## src/rtl/mem_capture_pkg.sv

```systemverilog
// Shared types and field layout for the on-chip memory capture writer.
package mem_capture_pkg;
  typedef enum logic [2:0] {
    IDLE, RD_CMD, RD_WAIT, ACK, STAT_BUSY, CAPTURE, STAT_DONE
  } state_e;

  localparam int GO_BIT    = 31;
  localparam int DONE_BIT  = 31;
  localparam int BUSY_BIT  = 30;
  localparam int CLAMP_BIT = 29;
  localparam int CNT_W     = 16;

  function automatic logic [31:0] stat_word(input logic done, input logic bsy,
                                            input logic clamp, input logic [CNT_W-1:0] cnt);
    logic [31:0] w;
    w            = '0;
    w[DONE_BIT]  = done;
    w[BUSY_BIT]  = bsy;
    w[CLAMP_BIT] = clamp;
    w[CNT_W-1:0] = cnt;
    return w;
  endfunction
endpackage

```

## src/rtl/mem_capture_writer.sv

```systemverilog
// Polls a mailbox word in on-chip memory, captures N stream words into a
// buffer region on command and posts busy/done status words.
module mem_capture_writer
  import mem_capture_pkg::*;
#(
  parameter int ADDR_W = 15,
  parameter int DATA_W = 32,
  parameter int BUF_BASE = 0,
  parameter int BUF_WORDS = 16384,
  parameter logic [ADDR_W-1:0] CMD_ADDR = 15'h7FFE,
  parameter logic [ADDR_W-1:0] STAT_ADDR = 15'h7FFF,
  parameter int POLL_CYCLES = 256
) (
  input  logic              clk,
  input  logic              reset_n,
  input  logic              s_valid,
  input  logic [DATA_W-1:0] s_data,
  output logic              s_ready,
  output logic [ADDR_W-1:0] mem_address,
  output logic              mem_chipselect,
  output logic              mem_clken,
  output logic              mem_write,
  output logic [DATA_W-1:0] mem_writedata,
  output logic [3:0]        mem_byteenable,
  input  logic [DATA_W-1:0] mem_readdata,
  output logic              busy,
  output logic              done_pulse
);
  localparam int PW = $clog2(POLL_CYCLES);

  state_e            state_q, state_d;
  logic [PW-1:0]     poll_q, poll_d;
  logic [DATA_W-1:0] cmd_q, cmd_d;
  logic [CNT_W-1:0]  neff_q, neff_d, idx_q, idx_d;
  logic              clamp_q, clamp_d;
  logic              en_q;
  logic [CNT_W-1:0]  n_req;
  logic              rdy;

  always_ff @(posedge clk) begin
    if (!reset_n) begin
      state_q <= IDLE;
      poll_q  <= '0;
      cmd_q   <= '0;
      neff_q  <= '0;
      idx_q   <= '0;
      clamp_q <= 1'b0;
      en_q    <= 1'b0;
    end else begin
      state_q <= state_d;
      poll_q  <= poll_d;
      cmd_q   <= cmd_d;
      neff_q  <= neff_d;
      idx_q   <= idx_d;
      clamp_q <= clamp_d;
      en_q    <= 1'b1;
    end
  end

  assign mem_clken      = en_q;
  assign mem_byteenable = 4'hF;
  assign n_req          = mem_readdata[CNT_W-1:0];

  always_comb begin
    state_d        = state_q;
    poll_d         = poll_q;
    cmd_d          = cmd_q;
    neff_d         = neff_q;
    idx_d          = idx_q;
    clamp_d        = clamp_q;
    rdy            = 1'b0;
    mem_address    = '0;
    mem_chipselect = 1'b0;
    mem_write      = 1'b0;
    mem_writedata  = '0;
    busy           = 1'b0;
    done_pulse     = 1'b0;
    case (state_q)
      IDLE: begin
        if (poll_q == PW'(POLL_CYCLES - 1)) begin
          poll_d  = '0;
          state_d = RD_CMD;
        end else begin
          poll_d = poll_q + 1'b1;
        end
      end
      RD_CMD: begin
        mem_chipselect = 1'b1;
        mem_address    = CMD_ADDR;
        state_d        = RD_WAIT;
      end
      RD_WAIT: begin
        if (mem_readdata[GO_BIT]) begin
          cmd_d   = mem_readdata;
          clamp_d = 32'(n_req) > BUF_WORDS;
          neff_d  = (32'(n_req) > BUF_WORDS) ? CNT_W'(BUF_WORDS) : n_req;
          idx_d   = '0;
          state_d = ACK;
        end else begin
          state_d = IDLE;
        end
      end
      ACK: begin
        busy           = 1'b1;
        mem_chipselect = 1'b1;
        mem_write      = 1'b1;
        mem_address    = CMD_ADDR;
        mem_writedata  = cmd_q & ~(DATA_W'(1) << GO_BIT);
        state_d        = STAT_BUSY;
      end
      STAT_BUSY: begin
        busy           = 1'b1;
        mem_chipselect = 1'b1;
        mem_write      = 1'b1;
        mem_address    = STAT_ADDR;
        mem_writedata  = DATA_W'(stat_word(1'b0, 1'b1, clamp_q, neff_q));
        state_d        = (neff_q == '0) ? STAT_DONE : CAPTURE;
      end
      CAPTURE: begin
        busy = 1'b1;
        rdy  = idx_q < neff_q;
        if (s_valid && rdy) begin
          mem_chipselect = 1'b1;
          mem_write      = 1'b1;
          mem_address    = ADDR_W'(BUF_BASE) + ADDR_W'(idx_q);
          mem_writedata  = s_data;
          idx_d          = idx_q + 1'b1;
          if (idx_d == neff_q) state_d = STAT_DONE;
        end
      end
      STAT_DONE: begin
        busy           = 1'b1;
        done_pulse     = 1'b1;
        mem_chipselect = 1'b1;
        mem_write      = 1'b1;
        mem_address    = STAT_ADDR;
        mem_writedata  = DATA_W'(stat_word(1'b1, 1'b0, clamp_q, neff_q));
        state_d        = IDLE;
      end
      default: state_d = IDLE;
    endcase
  end

  // Ready is a decode of registered state/index only; no path from s_valid.
  assign s_ready = rdy;
endmodule

```

## config.mk

```make
export PLATFORM = sky130hd
export DESIGN_NAME = mem_capture_writer
export DESIGN_NICKNAME = d
export VERILOG_FILES = /design/src/rtl/mem_capture_pkg.sv /design/src/rtl/mem_capture_writer.sv
export SDC_FILE = /design/constraint.sdc
export NUM_CORES = 1
export LEC_CHECK = 0
export ABC_AREA = 0
export CAP_MARGIN = 20
export CORE_MARGIN = 1
export CORE_UTILIZATION = 25
export DETAILED_ROUTE_END_ITERATION = 10
export GPL_TIMING_DRIVEN = 1
export PLACE_DENSITY_LB_ADDON = 0.2
export SYNTH_ARGS = -nofsm -noshare
export SYNTH_HDL_FRONTEND = slang
export SYNTH_SLANG_ARGS = --single-unit
```

## constraint.sdc

```tcl
create_clock -name clk -period 7.8 [get_ports clk]
set_input_delay 0.78 -clock clk [delete_from_list [all_inputs] [get_ports clk]]
set_output_delay 0.78 -clock clk [all_outputs]
set_load 0.05 [all_outputs]
```

==> results.cfg <==
[status]
status = finished, final reports clean

[logic_synthesis]
async_flop_share = 0
yosysTopAreaCell = dfxtp_1
yosys-top-cells-area = dfxtp_1 (33%), nand2_1 (8.0%), a21oi_1 (5.5%)
synth.most_common_cell = nand2_1
synth_edf_count = 0
yosys-top-cells-count = nand2_1 (97), dfxtp_1 (76), a21oi_1 (50)
avgSynthCellArea_um2 = 7.76
yosysWarnings = 0
synth.distinct_cells = 60
syn_inst = 588
netlist.area_leader.share = 0.333
synth_area_mm2 = 0.00456
synthFlopType = dfxtp_1
synth.ff_latch_count = 76
yosysSeqAreaShare = 0.333

[die]
dieArea_mm2 = 0.0188
io_pins = 124
die_w_um = 137
die_h_um = 137
initial_core_util = 0.255
core-area_mm2 = 0.0179
row_count = 49

[clock_network]
clock_latency_ns = 0.35
post_cts_resized = 0
htreeDepth = 3
cts_num_sinks = 76
cts_setup_buffers = 0
cts_tree = built
numCtsBuffers = 9
cts_buffer_depth = 2
clk_pin_slew_ns = 0.07
cts_root_buffer = clkbuf_16
hold_buffers = 0

[cells_and_area]
nNetsFinal = 764
area_growth_syn_to_layout_pct = 35.8
antenna_cells = 0
final_util = 0.346
drive_above_1_share = 0.0497

[setup_path]
critPathMaxFanout = 70
crit_arrival_ns = 4.19
end_kind = output port
critical_path.cell_chain = ha_1 > a211oi_1 > nor2_1 > nor4_2 > nand3_2 > nor2_4 > buf_4 > a222oi_1 > inv_1 > clkdlybuf4s50_1
critPathSlowestCell = clkdlybuf4s50_1
crit_type = reg2out
crit_family = buffers and inverters
crit_path_start_kind = register
worst_path_largest_cell_delay_ns = 0.81
cp_data_required_time_ns = 7.02
crit_buf_inv = 3

[power_and_ir_drop]
p_leak_nw = 2.35
ir_drop_uv = 98.5
p_per_area_mw_per_mm2 = 146

[timing]
relSlewSlack = 0.510
hold_viol_final = 0
worst_pin_slew_ns = 0.734
drv_slew = 0
layout_min_cycle_time_ns = 4.97
setup-violations-final = 0
max_freq_ghz = 0.201
fin_crit_sh = 0.637
setup_tns_ns = 0
clock_skew_ns = 0.0106
rsz0062_at_grt = no

[placed_design]
hpwl_mm = 10.6
port_buffers = 119
globalplace.congestion = 0.859

[route]
drt_iter0_drc = 359
viasPerCell = 5.09
dr.pass1.iters = 5
vias = 4651
final_antenna_net_count = 0
drc_errors = 0
wl_per_cell_um = 16.1
routed_wl_mm = 14.7

[flow_run]
cap_violations = 0

[global_routing]
first_global_vias = 4494
grt_usage = 0.165
grt_pass1_wl_mm = 23.8
grt_max_degree = 71
grt_overflow_total = 0
antenna_found_initial = 0

[hold_path]
hold_path_class = reg2reg
==> worst reg2reg max path, cell delays in order, from the launching register on <==
cell	delay, ns
dfxtp_1	0.58
ha_1	0.33
a211oi_1	0.20
nor2_1	0.12
nor4_2	0.31
nand3_2	0.36
nor2_4	0.19
buf_4	0.61
nand2_1	0.18
a311oi_1	0.29
==> layout by cell type, fill, tap and decap left out, drive strengths merged, types with 5 or more instances in the layout <==
| cell type | instances |
|---|---|
| a222oi | 17 |
| inv | 39 |
| or3 | 11 |
| clkbuf | 10 |
| xor2 | 9 |
| a21o | 16 |
| o211ai | 7 |
| nand2b | 5 |
| nand3 | 10 |
| dfxtp | 76 |
| nor4 | 12 |
| nand4 | 11 |
| o21ai | 12 |
| a22o | 14 |
| nor3 | 7 |
| ha | 18 |
| a22oi | 14 |
| nor2 | 40 |
| buf | 8 |
| a311oi | 6 |
| nand2 | 97 |
| clkdlybuf4s50 | 119 |
| a31oi | 7 |
| xnor2 | 18 |
| a21oi | 50 |
==> sequential cells by signal (all words and copies together) (netlist names) <==
register   cells
state_q        3
mem_clken      1
neff_q        16
clamp_q        1
poll_q         8
cmd_q         31
idx_q         16
==> area by class of cell <==
| type | instances | area [um^2] |
|---|---|---|
| clock inverters | 6 | 87.6 |
| flip-flops and latches | 76 | 1520 |
| inverters | 38 | 143 |
| repair buffers | 127 | 1250 |
| fillers | 1843 | 11700 |
| clock buffers | 10 | 229 |
| well taps | 229 | 287 |
| multi-input cells | 427 | 2680 |
==> report_power, final <==
| group | switching, mW | leakage, nW | internal, mW |
|---|---|---|---|
| Sequential | 0.00129 | 0.613 | 0.390 |
| Combinational | 0.0224 | 1.58 | 0.0321 |
| Clock | 0.176 | 0.157 | 0.281 |
| Total | 0.200 | 2.35 | 0.703 |
==> final timing paths <==
| kind | startpoint | end | slack (ns) | depth (start not counted) |
|---|---|---|---|---|
| worst min register to register | cmd_q[21] | cmd_q[21] | 0.46 | 2 |
| worst min-delay path | cmd_q[21] | cmd_q[21] | 0.46 | 2 |
| worst max-delay path | idx_q[13] | mem_writedata[8] | 2.83 | 10 |
| worst max register to register | idx_q[13] | idx_q[6] | 4.51 | 9 |
==> metrics by stage <==
step / instances / area (um^2) / total power [mW] / hold WS [ns] / setup WS [ns]
after floorplan: 591 / 4570 / 0.415 / 0.436 / 4.28
after global placement: 896 / 5870 / 0.453 / 0.449 / 3.21
after detailed placement: 896 / 5870 / 0.454 / 0.452 / 3.15
after CTS: 912 / 6190 / 0.915 / 0.461 / 2.84
after global routing: 913 / 6200 / 0.937 / 0.479 / 2.51
final: 913 / 6200 / 0.902 / 0.456 / 2.83
==> cells by family after synthesis <==
kind of cell             after synthesis  share of synthesized area
AO/OA/AOI/OAI                        160                      0.247
XOR/XNOR                              27                     0.0518
adder cells (fa/ha/maj)               18                     0.0494
buffers and inverters                 88                     0.0839
flip-flops                            76                      0.333
multiplexers                           2                    0.00439
other                                  1                   0.000822
AND/OR/NAND/NOR                      216                      0.230
==> routing by layer <==
layer | routed length (um) | share of wire | GRT usage | vias to the layer above
met1 | 6950 | 0.47 | 0.216 | 2188
li1 | - | - | - | 2286
met4 | 242 | 0.016 | 0.0531 | 0
met5 | 0 | 0 | 0 | -
met2 | 6590 | 0.45 | 0.260 | 156
met3 | 959 | 0.065 | 0.0463 | 21
Power figures use the tool's default switching activity.
